### src/rtl/write_split_pipeline.sv
// Write-side retiming stage ahead of the write address translators: per-thread split bits,
// round-robin thread counter, DEPTH-stage write pipeline. Optional WRITE_SPLIT_COUNT_EN adds split_write_count.
module write_split_pipeline #(
    parameter int unsigned THREAD_COUNT     = 8,
    parameter int unsigned THREAD_WIDTH     = 3,
    parameter int unsigned WRITE_ADDR_WIDTH = 12,
    parameter int unsigned WORD_WIDTH       = 36,
    parameter int unsigned DEPTH            = 2,
    parameter logic [WRITE_ADDR_WIDTH-1:0] SPLIT_CONFIG_ADDR = WRITE_ADDR_WIDTH'(12'hFFF)
) (
    input  logic                        clock,
    input  logic                        reset_n,
    input  logic                        in_write_en,
    input  logic [WRITE_ADDR_WIDTH-1:0] in_write_addr,
    input  logic [WORD_WIDTH-1:0]       in_write_data,
    output logic                        out_write_en,
    output logic [WRITE_ADDR_WIDTH-1:0] out_write_addr,
    output logic [WORD_WIDTH-1:0]       out_write_data,
    output logic                        out_split,
    output logic [THREAD_WIDTH-1:0]     out_thread,
    output logic [THREAD_WIDTH-1:0]     in_thread
`ifdef WRITE_SPLIT_COUNT_EN
    ,
    output logic [15:0]                 split_write_count
`endif
);

    localparam logic [THREAD_WIDTH-1:0] LAST_THREAD = THREAD_WIDTH'(THREAD_COUNT - 1);

    typedef struct packed {
        logic                        en;
        logic [WRITE_ADDR_WIDTH-1:0] addr;
        logic [WORD_WIDTH-1:0]       data;
        logic                        split;
        logic [THREAD_WIDTH-1:0]     thread;
    } slot_t;

    logic [THREAD_COUNT-1:0] split_reg;
    slot_t                   pipe [DEPTH];
    slot_t                   capture_c;
    logic                    config_hit_c;

    // Stage-0 payload; the split bit is read before this cycle's config update lands.
    always_comb begin
        config_hit_c     = in_write_en && (in_write_addr == SPLIT_CONFIG_ADDR);
        capture_c        = '0;
        capture_c.en     = in_write_en && !config_hit_c;
        capture_c.addr   = in_write_addr;
        capture_c.data   = in_write_data;
        capture_c.split  = split_reg[in_thread];
        capture_c.thread = in_thread;
    end

    // Free-running round-robin thread id.
    always_ff @(posedge clock or negedge reset_n) begin
        if (!reset_n) begin
            in_thread <= '0;
        end else if (in_thread == LAST_THREAD) begin
            in_thread <= '0;
        end else begin
            in_thread <= in_thread + THREAD_WIDTH'(1);
        end
    end

    always_ff @(posedge clock or negedge reset_n) begin
        if (!reset_n) begin
            split_reg <= '0;
        end else if (config_hit_c) begin
            split_reg[in_thread] <= in_write_data[0];
        end
    end

    // Fixed-latency shift pipeline; suppressed config writes keep their slot with en=0.
    always_ff @(posedge clock or negedge reset_n) begin
        if (!reset_n) begin
            for (int unsigned k = 0; k < DEPTH; k++) begin
                pipe[k] <= '0;
            end
        end else begin
            pipe[0] <= capture_c;
            for (int unsigned k = 1; k < DEPTH; k++) begin
                pipe[k] <= pipe[k-1];
            end
        end
    end

    assign out_write_en   = pipe[DEPTH-1].en;
    assign out_write_addr = pipe[DEPTH-1].addr;
    assign out_write_data = pipe[DEPTH-1].data;
    assign out_split      = pipe[DEPTH-1].split;
    assign out_thread     = pipe[DEPTH-1].thread;

`ifdef WRITE_SPLIT_COUNT_EN
    // Saturating count of split writes leaving the stage.
    always_ff @(posedge clock or negedge reset_n) begin
        if (!reset_n) begin
            split_write_count <= '0;
        end else if (out_write_en && out_split && (split_write_count != 16'hFFFF)) begin
            split_write_count <= split_write_count + 16'd1;
        end
    end
`endif

endmodule

### config.mk
export PLATFORM = sky130hd
export DESIGN_NAME = write_split_pipeline
export DESIGN_NICKNAME = d
export VERILOG_FILES = /design/src/rtl/write_split_pipeline.sv
export SDC_FILE = /design/constraint.sdc
export NUM_CORES = 1
export LEC_CHECK = 0
export ABC_AREA = 1
export CAP_MARGIN = 20
export CORE_AREA = 2 2 126 128
export CTS_CLUSTER_DIAMETER = 60
export CTS_CLUSTER_SIZE = 20
export DETAILED_ROUTE_END_ITERATION = 8
export DIE_AREA = 0 0 128 130
export SLEW_MARGIN = 15
export SYNTH_ARGS = -nofsm -noshare
export SYNTH_HDL_FRONTEND = slang
export SYNTH_SLANG_ARGS = --single-unit
### constraint.sdc
create_clock -name clock -period 1.51 [get_ports clock]
set_input_delay 0.302 -clock clock [delete_from_list [all_inputs] [get_ports clock]]
set_output_delay 0.302 -clock clock [all_outputs]
set_load 0.01 [all_outputs]
After elaboration in Yosys (flattened, before gate mapping)
Index checks and enable logic that the tools add are counted.
Word-level totals
  output and inout port bits: 56
  logic and storage cells: 27
  bits of input ports: 51
  bits in registers: 117
Cells by class
  reduce and logical (&&, ||, !) cells: 4
  add/subtract/negate cells: 1
  order comparisons: 2
  equality and inequality tests: 2
  mux-type cells: 6
Operators with widths (number)
  12-bit == test (second input constant): 1
  8-bit bitwise mux: 1
  3-bit by 4-bit less-than comparator with 1-bit output (second input constant): 1
  3-bit by 1-bit adder with 3-bit output (second input constant): 1
  1-bit binary-select mux with 3-bit select: 1
  1-bit demux with 3-bit select: 1
  3-bit == test (second input constant): 1
  3-bit by 1-bit >= comparator with 1-bit output (second input constant): 1
  1-bit logical AND: 3
  3-bit two-way mux: 1
  1-bit two-way mux: 2
  1-bit logical NOT: 1

Logic depth before layout (Yosys ltp)
  depth after elaboration: 5
  gate-level depth with buffers: 8
  depth with buffers taken out: 7

Worst setup path after synthesis
Ideal clock, no wire load.
  path type: register to register
  start point: reg in_thread[0]
  end point: reg pipe[56] in the netlist's numbering
  setup time: 0.120 ns
  data required time: 1.390 ns
  cell stages (with the launch flop): 8
  arrival: 1.007 ns
  path slack: 0.382 ns
  path buffers: 1
  clock period less this slack: 1.128 ns
  cell sequence: dfrtp_1 > buf_4 > inv_4 > nand2_1 > a21oi_1 > or2_1 > nand2_1 > nand2_1
RTL lines
  from (decl): RTL line 21  | output logic [THREAD_WIDTH-1:0] in_thread
  from (signal assigned): RTL line 61  | in_thread <= in_thread + THREAD_WIDTH'(1);
  to (signal, indexed assignment): RTL line 82  | pipe[k] <= pipe[k-1];
  to (decl): RTL line 39  | slot_t pipe [DEPTH];

Worst setup path after layout
  start point: reg in_thread[0]
  end point: out in_thread[0]
No word-level cell between the ends.

==> metrics.cfg <==
[run_status]
status = finished clean

[critical_path]
crit_fanout = 2
arrival_ns = 1.09
crit_cells = 1
worstPathRequired_ns = 1.21
cp-end-kind = output port
cpLargestDelayFamily = flip-flops
cp-endpoint = in_thread[0]
worstReg2RegStart = in_thread[0]
crit_slowest_cell = dfrtp_1
critical_path_buf_inv_count = 1
r2r_slack_ns = 0.29
startpoint_type = flip-flop
max_stage_delay_ns = 0.38
crit_start = in_thread[0]
reg2regPathDepth = 6
r2r-end = split_reg[5]
path_cells = dlygate4sd2_1
path_class = flip-flop to output port

[cts]
clk_pin_slew_worst_paths_ns = 0.06
numCtsBuffers = 17
clk_path_buf_depth = 2
root_buffer = clkbuf_16
h-tree-depth = 4
cts_tree = yes
cts_sinks = 117
clock_latency_ns = 0.41

[sta]
setup_violations = 0
hold_viol = 0
worst_pin_slew_ns = 0.379
post-route-min-period_ns = 1.39
slew_headroom = 0.746
clock_skew_ns = 0.00854
rsz0062_at_grt = false
slew_violations = 0
timing.fmax_mhz = 720
worst_hold_slack_ns = 0.330
setup_tns_ns = 0
finalCritPeriodShare = 0.919

[floorplan]
die_y_um = 130
die_width_um = 128
fp.dieArea_um2 = 16600
core_um2 = 15400
io_pins = 107
initial_core_util = 0.245
rows = 46

[worst_hold_path]
hold_class = input port to asynchronous set/reset pin

[power]
netSwitchingFraction = 0.198
p_switching_mw = 1.64
power_frac_comb = 0.044
ir_drop_mv = 0.688
seq_power_share = 0.400
leakagePower_nw = 2.44
internal_power_mw = 6.62
pwr_density_cell_nw_per_um2 = 1540
clockPowerShare = 0.557

[yosys]
synth.largest_area_cell = dfrtp_1
ys_seq_area_frac = 0.775
synth_area_leaders = dfrtp_1, buf_4, nand2_1
syn_inst = 249
synth_cell_types = 22
avgSynthCellArea_um2 = 15.2
ys_ff_latch = 117
syn_nets = 302
yosys_warnings = 0
yosys.area.top_type_share = 0.775
syn_area_um2 = 3780

[cells_and_area]
nNetsFinal = 377
regMostFlops = pipe
area_growth_pct = 41.6
largest_reg_flops = 53
layout_common_cells = dfrtp_1, dlygate4sd2_1, clkdlybuf4s50_1, nand2_1, clkbuf_16
drive_gt1_frac = 0.160
num_antenna_cells = 0
final_common_cell = dfrtp_1

[run]
maxCapViolCount = 0

[route]
antenna_left = 0
wl_per_cell_um = 12.9
drt_iter0_drc = 59
drt_first_pass_iters = 4
viasPerCell = 3.74
vias = 1976
totalWireLength_mm = 6.85
drc = 0

[global_routing]
grt_pass1_vias = 2108
grt_start_max_net_pins = 43
antenna_found_initial = 0
overflow = 0
grt_use_total = 0.0890
grt_first_pass_wirelength_mm = 10.7

[placement]
dp_hpwl_mm = 4.81
numPortBuffers = 106
gp_congestion = 0.699

## synthesized netlist by cell type
cell,n
buf_4,55
buf_2,2
dfrtp_1,117
nor2_1,1
nor2_2,2
ha_1,2
nor3_1,3
or2_1,1
nand3_1,8
nor3_2,5
clkbuf_1,1
a21oi_1,4
nor2_8,1
inv_2,2
nand2_1,30
o21ai_0,2
nand4_1,8
inv_4,1
nand2_2,1
nand4_4,1
buf_6,1
inv_1,1
## through the flow
step	instances	instance area, um^2	total power, mW	util	setup slack [ns]
5_1_grt	529	5350	8.57	0.347	0.0637
4_1_cts	529	5350	8.39	0.347	0.0913
3_5_place_dp	496	4720	3.78	0.306	-0.168
6_report	529	5350	8.26	0.347	0.122
2_1_floorplan	249	3780	3.50	-	0.382
3_3_place_gp	496	4720	3.76	0.306	-0.135
## worst min path at each step
| stage | to | cells past startpoint |
|---|---|---|
| floorplan | in_thread[0] | 0 |
| global placement | out_write_data[30] | 1 |
| CTS | pipe[74] | 2 |
| global route | pipe[79] | 1 |
| finish | out_write_data[30] | 2 |
| detailed placement | out_write_data[30] | 1 |
## cell type report
| type | count | area [um^2] |
|---|---|---|
| clock buffer | 18 | 439 |
| clock inverter | 14 | 246 |
| fill | 1507 | 10100 |
| inverter | 4 | 17.5 |
| multi-input combinational | 69 | 393 |
| sequential | 117 | 2930 |
| tap | 192 | 240 |
| timing repair buffer | 115 | 1080 |
## metal layers
layer | share of wire | GRT usage | wire length (um)
met4 | 0.012 | 0.0427 | 81
met1 | 0.41 | 0.0926 | 2790
met5 | 0 | 0 | 0
met3 | 0.079 | 0.0529 | 542
met2 | 0.50 | 0.144 | 3430
## kinds of logic (layout without fill, tap and decap cells)
kind of cell / count (synthesis) / in the layout / synth area share
buffers and inverters: 63 / 151 / 0.121
flip-flops: 117 / 117 / 0.775
AND/OR/NAND/NOR: 61 / 61 / 0.0895
adder cells (fa/ha/maj): 2 / 2 / 0.00663
AO/OA/AOI/OAI: 6 / 6 / 0.00795
## power by group through the flow
stage               logic (mW)  clock network (mW)  registers (mW)
floorplan                0.147                   0            3.35
global placement         0.407                   0            3.36
detailed placement       0.414                   0            3.36
CTS                      0.371                4.71            3.30
global route             0.395                4.86            3.31
finish                   0.360                4.60            3.30
## timing repair
action | CTS | global route
buffers inserted | 0 | 0
endpoints found under the hold margin | 18 | 0
resized for setup | 56 | 0
setup endpoints to repair | 56 | 0
hold buffers | 1 | 0
Note: power is estimated with default switching activity, not from simulation.
